===== src/rtl/seg7_scan_n_if.sv =====
// Bundle between the display mux / port registers and the seg7_scan_n scan driver.
// Level-sampled inputs, registered outputs; no handshake. dbg_* expose the scan position.
interface seg7_scan_n_if #(
  parameter int DIGITS   = 4,
  parameter int PRESCALE = 1000,
  parameter int PWM_BITS = 4
) ();
  localparam int PW = (PRESCALE > 1) ? $clog2(PRESCALE) : 1;
  localparam int IW = (DIGITS > 1) ? $clog2(DIGITS) : 1;

  logic [4*DIGITS-1:0] di;
  logic [8*DIGITS-1:0] pixels;
  logic                direct;
  logic [DIGITS-1:0]   dp;
  logic                blank_lz;
  logic [PWM_BITS-1:0] brightness;
  logic [7:0]          seg;
  logic [DIGITS-1:0]   an;
  logic                frame_tick;
  logic [PW-1:0]       dbg_pre;
  logic [IW-1:0]       dbg_idx;

  modport master (
    output di, pixels, direct, dp, blank_lz, brightness,
    input  seg, an, frame_tick, dbg_pre, dbg_idx
  );

  modport slave (
    input  di, pixels, direct, dp, blank_lz, brightness,
    output seg, an, frame_tick, dbg_pre, dbg_idx
  );
endinterface


===== src/rtl/seg7_scan_n.sv =====
// N-digit multiplexed 7-segment scan driver with frame-coherent input snapshot,
// leading-zero blanking, ghost blanking and optional brightness PWM (SEG7_SCAN_PWM_EN).
module seg7_scan_n #(
  parameter int DIGITS   = 4,
  parameter int PRESCALE = 1000,
  parameter int PWM_BITS = 4
) (
  input  logic         clk,
  input  logic         reset,
  seg7_scan_n_if.slave bus
);
  localparam int PW = (PRESCALE > 1) ? $clog2(PRESCALE) : 1;
  localparam int IW = (DIGITS > 1) ? $clog2(DIGITS) : 1;
  localparam logic [PW-1:0] PRE_LAST = PW'(PRESCALE - 1);
  localparam logic [IW-1:0] IDX_LAST = IW'(DIGITS - 1);

  function automatic logic [6:0] hex_glyph(input logic [3:0] v);
    case (v)
      4'h0: hex_glyph = 7'h3F;
      4'h1: hex_glyph = 7'h06;
      4'h2: hex_glyph = 7'h5B;
      4'h3: hex_glyph = 7'h4F;
      4'h4: hex_glyph = 7'h66;
      4'h5: hex_glyph = 7'h6D;
      4'h6: hex_glyph = 7'h7D;
      4'h7: hex_glyph = 7'h07;
      4'h8: hex_glyph = 7'h7F;
      4'h9: hex_glyph = 7'h6F;
      4'hA: hex_glyph = 7'h77;
      4'hB: hex_glyph = 7'h7C;
      4'hC: hex_glyph = 7'h39;
      4'hD: hex_glyph = 7'h5E;
      4'hE: hex_glyph = 7'h79;
      default: hex_glyph = 7'h71;
    endcase
  endfunction

  logic [PW-1:0]       pre;
  logic [IW-1:0]       idx;
  logic                primed;
  logic                slot_end, frame_end, take_snap, lamp_on;
  logic [4*DIGITS-1:0] snap_di;
  logic [8*DIGITS-1:0] snap_pixels;
  logic [DIGITS-1:0]   snap_dp;
  logic                snap_direct, snap_blank_lz;
  logic [7:0]          seg_q, seg_next, pix;
  logic [DIGITS-1:0]   an_q, an_next;
  logic                tick_q;
  logic [3:0]          nib;
  logic                dp_bit, lz_run, blank_digit;

  assign slot_end  = (pre == PRE_LAST);
  assign frame_end = slot_end && (idx == IDX_LAST);
  // The snapshot taken on a frame_end edge is what digit 0 of the new frame shows.
  assign take_snap = !primed || frame_end;

  always_ff @(posedge clk or posedge reset) begin
    if (reset) begin
      pre    <= '0;
      idx    <= '0;
      primed <= 1'b0;
    end else begin
      primed <= 1'b1;
      if (slot_end) begin
        pre <= '0;
        idx <= frame_end ? '0 : idx + IW'(1);
      end else begin
        pre <= pre + PW'(1);
      end
    end
  end

  always_ff @(posedge clk or posedge reset) begin
    if (reset) begin
      snap_di       <= '0;
      snap_pixels   <= '0;
      snap_dp       <= '0;
      snap_direct   <= 1'b0;
      snap_blank_lz <= 1'b0;
    end else if (take_snap) begin
      snap_di       <= bus.di;
      snap_pixels   <= bus.pixels;
      snap_dp       <= bus.dp;
      snap_direct   <= bus.direct;
      snap_blank_lz <= bus.blank_lz;
    end
  end

`ifdef SEG7_SCAN_PWM_EN
  logic [PWM_BITS-1:0] pwm;

  always_ff @(posedge clk or posedge reset) begin
    if (reset) pwm <= '0;
    else       pwm <= pwm + PWM_BITS'(1);
  end

  assign lamp_on = (pwm <= bus.brightness);
`else
  logic unused_brightness;
  assign unused_brightness = ^bus.brightness;
  assign lamp_on = 1'b1;
`endif

  // lz_run walks from the top digit down: true while every nibble so far is zero.
  always_comb begin
    nib         = '0;
    pix         = '0;
    dp_bit      = 1'b0;
    lz_run      = 1'b1;
    blank_digit = 1'b0;
    seg_next    = '0;
    an_next     = '0;
    for (int k = DIGITS - 1; k >= 0; k--) begin
      lz_run = lz_run && (snap_di[4*k +: 4] == 4'h0);
      if (idx == IW'(k)) begin
        nib         = snap_di[4*k +: 4];
        pix         = snap_pixels[8*k +: 8];
        dp_bit      = snap_dp[k];
        blank_digit = lz_run && (k != 0);
      end
    end
    if (snap_direct) seg_next = pix;
    else             seg_next = {dp_bit, (snap_blank_lz && blank_digit) ? 7'h00 : hex_glyph(nib)};
    for (int k = 0; k < DIGITS; k++) begin
      an_next[k] = (idx == IW'(k)) && (pre != '0) && lamp_on;
    end
  end

  always_ff @(posedge clk or posedge reset) begin
    if (reset) begin
      seg_q  <= '0;
      an_q   <= '0;
      tick_q <= 1'b0;
    end else begin
      seg_q  <= seg_next;
      an_q   <= an_next;
      tick_q <= frame_end;
    end
  end

  assign bus.seg        = seg_q;
  assign bus.an         = an_q;
  assign bus.frame_tick = tick_q;
  assign bus.dbg_pre    = pre;
  assign bus.dbg_idx    = idx;
endmodule


===== src/flat_wrapper.sv =====
// flat-port wrapper written by rule: the top's interface ports become plain ports
module seg7_scan_n_flat 
#(
  parameter int DIGITS   = 4,
  parameter int PRESCALE = 1000,
  parameter int PWM_BITS = 4
)
  (clk, reset, bus_di, bus_pixels, bus_direct, bus_dp, bus_blank_lz, bus_brightness, bus_seg, bus_an, bus_frame_tick, bus_dbg_pre, bus_dbg_idx);
  seg7_scan_n_if #(.DIGITS(DIGITS), .PRESCALE(PRESCALE), .PWM_BITS(PWM_BITS)) bus_i ();
  input  logic clk;
  input  logic reset;
  input wire logic [$bits(bus_i.di)-1:0] bus_di;
  input wire logic [$bits(bus_i.pixels)-1:0] bus_pixels;
  input wire logic [$bits(bus_i.direct)-1:0] bus_direct;
  input wire logic [$bits(bus_i.dp)-1:0] bus_dp;
  input wire logic [$bits(bus_i.blank_lz)-1:0] bus_blank_lz;
  input wire logic [$bits(bus_i.brightness)-1:0] bus_brightness;
  output wire logic [$bits(bus_i.seg)-1:0] bus_seg;
  output wire logic [$bits(bus_i.an)-1:0] bus_an;
  output wire logic [$bits(bus_i.frame_tick)-1:0] bus_frame_tick;
  output wire logic [$bits(bus_i.dbg_pre)-1:0] bus_dbg_pre;
  output wire logic [$bits(bus_i.dbg_idx)-1:0] bus_dbg_idx;
  assign bus_i.di = bus_di;
  assign bus_i.pixels = bus_pixels;
  assign bus_i.direct = bus_direct;
  assign bus_i.dp = bus_dp;
  assign bus_i.blank_lz = bus_blank_lz;
  assign bus_i.brightness = bus_brightness;
  assign bus_seg = bus_i.seg;
  assign bus_an = bus_i.an;
  assign bus_frame_tick = bus_i.frame_tick;
  assign bus_dbg_pre = bus_i.dbg_pre;
  assign bus_dbg_idx = bus_i.dbg_idx;
  seg7_scan_n #(.DIGITS(DIGITS), .PRESCALE(PRESCALE), .PWM_BITS(PWM_BITS)) u_core (.clk(clk), .reset(reset), .bus(bus_i));
endmodule

===== config.mk =====
export PLATFORM = sky130hd
export DESIGN_NAME = seg7_scan_n_flat
export DESIGN_NICKNAME = d
export VERILOG_FILES = /design/src/rtl/seg7_scan_n_if.sv /design/src/rtl/seg7_scan_n.sv /design/src/flat_wrapper.sv
export SDC_FILE = /design/constraint.sdc
export NUM_CORES = 1
export LEC_CHECK = 0
export ABC_AREA = 1
export CAP_MARGIN = 15
export CELL_PAD_IN_SITES_DETAIL_PLACEMENT = 0
export CELL_PAD_IN_SITES_GLOBAL_PLACEMENT = 2
export CORE_MARGIN = 3
export CORE_UTILIZATION = 27
export CTS_CLUSTER_DIAMETER = 120
export DETAILED_ROUTE_END_ITERATION = 8
export PLACE_DENSITY_LB_ADDON = 0.1
export SYNTH_ARGS = -nofsm -noshare
export SYNTH_HDL_FRONTEND = slang
export SYNTH_SLANG_ARGS = --single-unit
export TNS_END_PERCENT = 1

===== constraint.sdc =====
create_clock -name clk -period 2.54 [get_ports clk]
set_input_delay 0.508 -clock clk [delete_from_list [all_inputs] [get_ports clk]]
set_output_delay 0.508 -clock clk [all_outputs]
set_load 0.02 [all_outputs]

* Word level (Yosys, flattened, before mapping)
Memories as Yosys holds them, arrays and structs flattened.
Index checks and enable logic that the tools add are counted.
** Word-level totals
- ROM bits :: 112
- Bits in latches :: 0
- Bits in writable memories :: 0
- Word-level logic and storage cells :: 53
- Memories :: 1
- Register bits :: 80
- Output and inout port bits :: 25
- Input port bits :: 60
** Memories
- (name not given) :: depth 16, width 7, read ports 1, clocked after Yosys merged registers in 0, wr ports 0, RTL line seg7_scan_n.sv:18 : case (v)
** Operators by class
- Div/mod/pow operators :: 0
- Add/sub/neg operators :: 2
- Equal/unequal tests :: 4
- $lt $le $gt $ge :: 0
- Reduce and logical (&&, ||, !) cells :: 15
- Multiply operators :: 0
- Shift operators :: 0
- Muxes and demuxes :: 20
- Bitwise gates (word level) :: 0
** Operators by type and width (count)
- 8-bit 2-to-1 mux :: 5
- 4-bit 2-to-1 mux :: 4
- 4-bit logical NOT :: 3
- 10-bit by 1-bit adder with 10-bit output, second input constant :: 1
- 10-bit equality test, second input constant :: 1
- 10-bit 2-to-1 mux :: 1
- 10-bit nonzero test :: 1
- 1-bit logical AND :: 8
- 1-bit 2-to-1 mux :: 8
- 7-bit 2-to-1 mux :: 1
- 2-bit equality test, second input constant :: 2
- 2-bit by 1-bit adder with 2-bit output, second input constant :: 1
- 2-bit by 1-bit equality test with 1-bit output, second input constant :: 1
- 2-bit logical NOT :: 1
- 2-bit 2-to-1 mux :: 1
- 1-bit logical NOT :: 1
- 1-bit logical OR :: 1

* Logic depth before layout (Yosys ltp)
- Depth after elaboration :: 8
- Mapped depth :: 17

* Least setup slack after synthesis
OpenSTA, ideal clock, no wires.
- Path type :: register -> register
- Start :: register u_core.idx[0] (netlist: u_core.bus.dbg_idx[0])
- End :: register u_core.seg_q[3] (netlist: u_core.bus.seg[3])
- Arrival :: 2.083 ns
- Buffers on the path :: 2
- Stages on the path, launching flop included :: 16
- Setup slack :: 0.336 ns
- Period minus slack after synthesis :: 2.204 ns
- Cells stage by stage :: dfrtp_1 > inv_1 > ha_1 > buf_2 > inv_2 > buf_4 > nand3_1 > nand2_1 > nand2_1 > nand2_1 > inv_1 > ha_1 > nand2_1 > nand3_1 > nand3_1 > nand2_1
** On the way
- Cells in the longest elaborated chain, start to end :: 8
- Elaborated cells between the ends (all ways) :: 20
** RTL lines
- start, declared :: RTL line seg7_scan_n.sv:39 : logic [IW-1:0] idx;
- start signal, assigned :: RTL line seg7_scan_n.sv:66 : idx <= frame_end ? '0 : idx + IW'(1);
- 2-bit equality test :: RTL line seg7_scan_n.sv:115 : if (idx == IW'(k)) begin
- 4-bit 2-to-1 mux or 1-bit 2-to-1 mux (tied branches) (4 in series) :: RTL line seg7_scan_n.sv:115
- memory read 16 x 7 bit or 1-bit logical AND (tied branches)
- 7-bit 2-to-1 mux :: RTL line seg7_scan_n.sv:123 : else seg_next = {dp_bit, (snap_blank_lz && blank_digit) ? 7'h00 : hex_glyph(nib)};
- 8-bit 2-to-1 mux * :: RTL line seg7_scan_n.sv:122 : if (snap_direct) seg_next = pix;
- via u_core.seg_next[3] :: RTL line seg7_scan_n.sv:46 : logic [7:0] seg_q, seg_next, pix;
- end signal, assigned :: RTL line seg7_scan_n.sv:135 : seg_q <= seg_next;
- end, declared :: RTL line seg7_scan_n.sv:46
The timed path passes the listed nets; every way through them passes the cells marked *.
A chain may end at the register's enable or synchronous reset.

* Worst setup path in the final report
- Start :: register u_core.idx[1] (netlist: u_core.bus.dbg_idx[1])
- End :: register u_core.seg_q[3] (netlist: u_core.bus.seg[3])
Same word-level chain as after synthesis.

==> impl_metrics.csv <==
group,metric,value,unit
run_status,status,"complete, no violations",
floorplanning,initial_core_util,28.1,%
layout,multiInputGateArea,1600,um2
cts,cts_setup_buffers,0,
synthesis,synth-edff-count,0,
critical_path,critPathKind,"reg -> reg",
cts,hold_buffers,0,
critical_path,slowest_stage,"dfrtp_1",
detailed_routing,final_antenna_net_count,0,
detailed_routing,firstDrtPassIters,4,
global_routing,grtUsageMet2,20.3,%
global_routing,grt_pass1_wl,17200,um
timing,fin_crit_sh,85.2,%
critical_path,end_kind,"flip-flop",
placement,hpwl,7480,um
global_routing,antenna_found_initial,0,
synthesis,synthArstFlopShare,100,%
timing,fin_crit,2160,ps
synthesis,synth_cell_types,32,
synthesis,yosysWarnings,0,
timing,finalHoldViolations,0,
floorplanning,die_h,127,um
synthesis,synth_simple_gate_area_share,24.1,%
critical_path,path_buf_inv,2,
worst_hold_path,holdCritPathClass,"reg -> reg",
critical_path,worstPathArrival,2390,ps
synthesis,syn_inst,493,
detailed_routing,dr_total_vias,3339,
power,ir_drop,0.000272,V
layout,layout.nets,648,
layout,nFillCells,1537,
synthesis,synthesis.nets,565,
timing,grt_setup_unrepaired,"no",
critical_path,crit_top_cell,"nand2_1",
synthesis,synth_compound_area_share,11.2,%
synthesis,synth_xor_area_share,0.880,%
floorplanning,die_area,16200,um2
global_routing,gr-total-overflow,0,
flow_run,drv_cap,0,
cts,cts.repair.resized,0,
timing,achievable-frequency,462,MHz
detailed_routing,drt-wirelength-per-cell,13.6,um
timing,tns,0,ps
global_routing,grt_pass1_vias,3354,
global_routing,grt_max_degree,92,
timing,setup_viol,0,
layout,diodes,0,
cts,numClockSinks,80,
critical_path,startpoint_type,"flip-flop",
critical_path,cp_cell_sequence,"inv_1 -> ha_1 -> a21oi_1 -> nand2_1 -> nand2_1 -> nand2_1 -> inv_1 -> ha_1 -> nand2_1 -> nand3_1 -> nand3_1 -> nand2_1",
global_routing,busiest_layer,"met2",
power,power.density,585,nW/um2
cts,numCtsBuffers,9,
timing,slew_viol_final,0,
cts,clock_path_buffers,2,
detailed_routing,via_per_inst,4.39,
floorplanning,core-area,14100,um2
cts,clkLatencyLatePin,340,ps
power,p_leak,0.00253,uW
cts,cts_root_buffer,"clkbuf_16",
synthesis,synth_seq_cells,80,
critical_path,cpLargestDelayFamily,"adder cells",
critical_path,worstPathMaxFanout,10,
placement,gp_congestion,0.748,
detailed_routing,drc_errors,0,
synthesis,synth_top_flop_cell,"dfrtp_1",
cts,clk_pin_slew,60,ps
layout,final-seq-area,2000,um2
layout,drive_gt1_share,6.20,%
detailed_routing,routed_wl,10300,um
synthesis,syn_avg_cell_area,8.08,um2
timing,worstMarginPinSlew,635,ps
timing,slew_headroom,57.3,%
global_routing,met3_usage,3.47,%
timing,skew,9.26,ps
synthesis,synth_fa_ha_area_share,3.77,%
floorplanning,pin_count,85,
layout,area_growth,32.1,%
floorplanning,die_w,127,um
placement,numPortBuffers,80,
floorplanning,row_count,43,
critical_path,slowest_delay,420,ps
synthesis,muxShareOfSynthArea,0,%
global_routing,grtUsageMet1,18.9,%
layout,stdcell_count,761,
synthesis,synth_top_family_by_area,"simple AND/OR/NAND/NOR gates",
cts,htreeDepth,3,
synthesis,syn_area,3980,um2
global_routing,grt_usage,13.5,%
placement,place_inst,745,
cts,cts_tree,"yes",
detailed_routing,drtIter0Drc,122,
critical_path,crit_required,2760,ps
synthesis,yosysSeqAreaShare,50.3,%
-- Yosys cell counts, types with 2 or more instances --
cell type,count,area share (%)
nand2_1,154,15
buf_6,6,1.7
clkbuf_1,6,0.57
o21ai_1,38,4.8
nand3_1,39,4.9
o22ai_1,6,0.94
a21oi_1,19,2.4
nand4_1,2,0.31
dfrtp_1,80,50
nand3b_1,2,0.38
o21ai_0,11,1.4
inv_1,62,5.8
buf_4,4,0.75
inv_2,2,0.19
buf_2,2,0.25
xor2_1,3,0.66
ha_1,12,3.8
nor4_1,2,0.31
nor2_1,24,2.3
o211ai_1,7,1.3
-- worst min-delay path: cells and delay by family, from the launching register on --
family           cells  cell delay [ps]
flip-flops           1              340
AND/OR/NAND/NOR      2              130
-- sequential cells by signal, indices dropped and copies added (netlist names) --
name / cells
u_core.bus.dbg_idx: 2
u_core.snap_di: 16
u_core.bus.dbg_pre: 10
u_core.snap_direct: 1
u_core.snap_pixels: 32
u_core.bus.frame_tick: 1
u_core.bus.seg: 8
u_core.snap_dp: 4
u_core.primed: 1
u_core.snap_blank_lz: 1
u_core.bus.an: 4
-- metal layers --
layer	up-vias	wire, um
met5	-	0
met4	0	137
met3	8	470
met2	70	4580
met1	1531	5150
li1	1730	-
-- layout by cell type (no fill, tap or decap) --
cell             count
clkbuf_8             3
nand2_4              1
nand4_1              2
nor4_1               2
nand3_2              1
nor2_2               1
buf_12               1
a21oi_1             19
nor2_1              24
buf_4               10
nand2_1            154
o22ai_1              6
inv_2                2
clkinvlp_4           2
clkinv_2             2
conb_1               1
nand2_8              1
xnor2_1              1
xor2_1               3
dfrtp_1             80
clkinv_1             1
inv_1               61
clkbuf_1             2
o21ai_1             38
a22oi_1              1
o211ai_1             7
a21oi_2              1
clkbuf_16            9
ha_2                 1
clkdlybuf4s50_1     80
nand3_1             39
nand3b_1             2
nor3_2               1
o21ai_0             11
ha_1                11
-- stage by stage --
stage	cell area (um2)	total power [uW]	worst slack (ps)	utilization, %	hold WS (ps)
after detailed placement	4970	1880	269	35.1	493
after global placement	4970	1870	277	35.1	493
after CTS	5260	3140	257	37.2	508
final	5260	3080	377	37.2	500
after floorplan	3990	1680	336	-	465
after global routing	5260	3250	89.4	37.2	541
-- cell type report --
class	count	share of cell area (%)
Clock buffer	14	5.21
Clock inverter	2	0.238
Inverter	66	4.80
Multi-Input combinational cell	328	30.4
Sequential cell	80	38.0
Tap cell	180	4.28
Timing Repair Buffer	91	17.0
-- power by group --
part	switching (uW)	internal [uW]	leakage, uW
combinational	234	195	0.00141
clock	494	741	0.000139
sequential	40.3	1370	0.000979
total	768	2310	0.00253
-- cells by family after synthesis --
family / after synthesis
other: 1
buffers and inverters: 85
adder cells (fa/ha/maj): 12
XOR/XNOR: 4
AO/OA/AOI/OAI: 83
flip-flops: 80
AND/OR/NAND/NOR: 228
-- worst paths after layout --
kind | start | end | cells after the start | slack [ps]
max | u_core.bus.dbg_idx[1]$_DFFE_PP0P_ | u_core.bus.seg[3]$_DFF_PP0_ | 12 | 380
min | u_core.snap_dp[0]$_DFFE_PP0P_ | u_core.snap_dp[0]$_DFFE_PP0P_ | 2 | 500
max reg2reg | u_core.bus.dbg_idx[1]$_DFFE_PP0P_ | u_core.bus.seg[3]$_DFF_PP0_ | 12 | 380
min reg2reg | u_core.snap_dp[0]$_DFFE_PP0P_ | u_core.snap_dp[0]$_DFFE_PP0P_ | 2 | 500
max in group asynchronous | reset | u_core.bus.dbg_pre[7]$_DFF_PP0_ | 3 | 1530
min in group asynchronous | reset | u_core.snap_pixels[2]$_DFFE_PP0P_ | 3 | 630
Note: power is estimated with default switching activity, not from simulation.
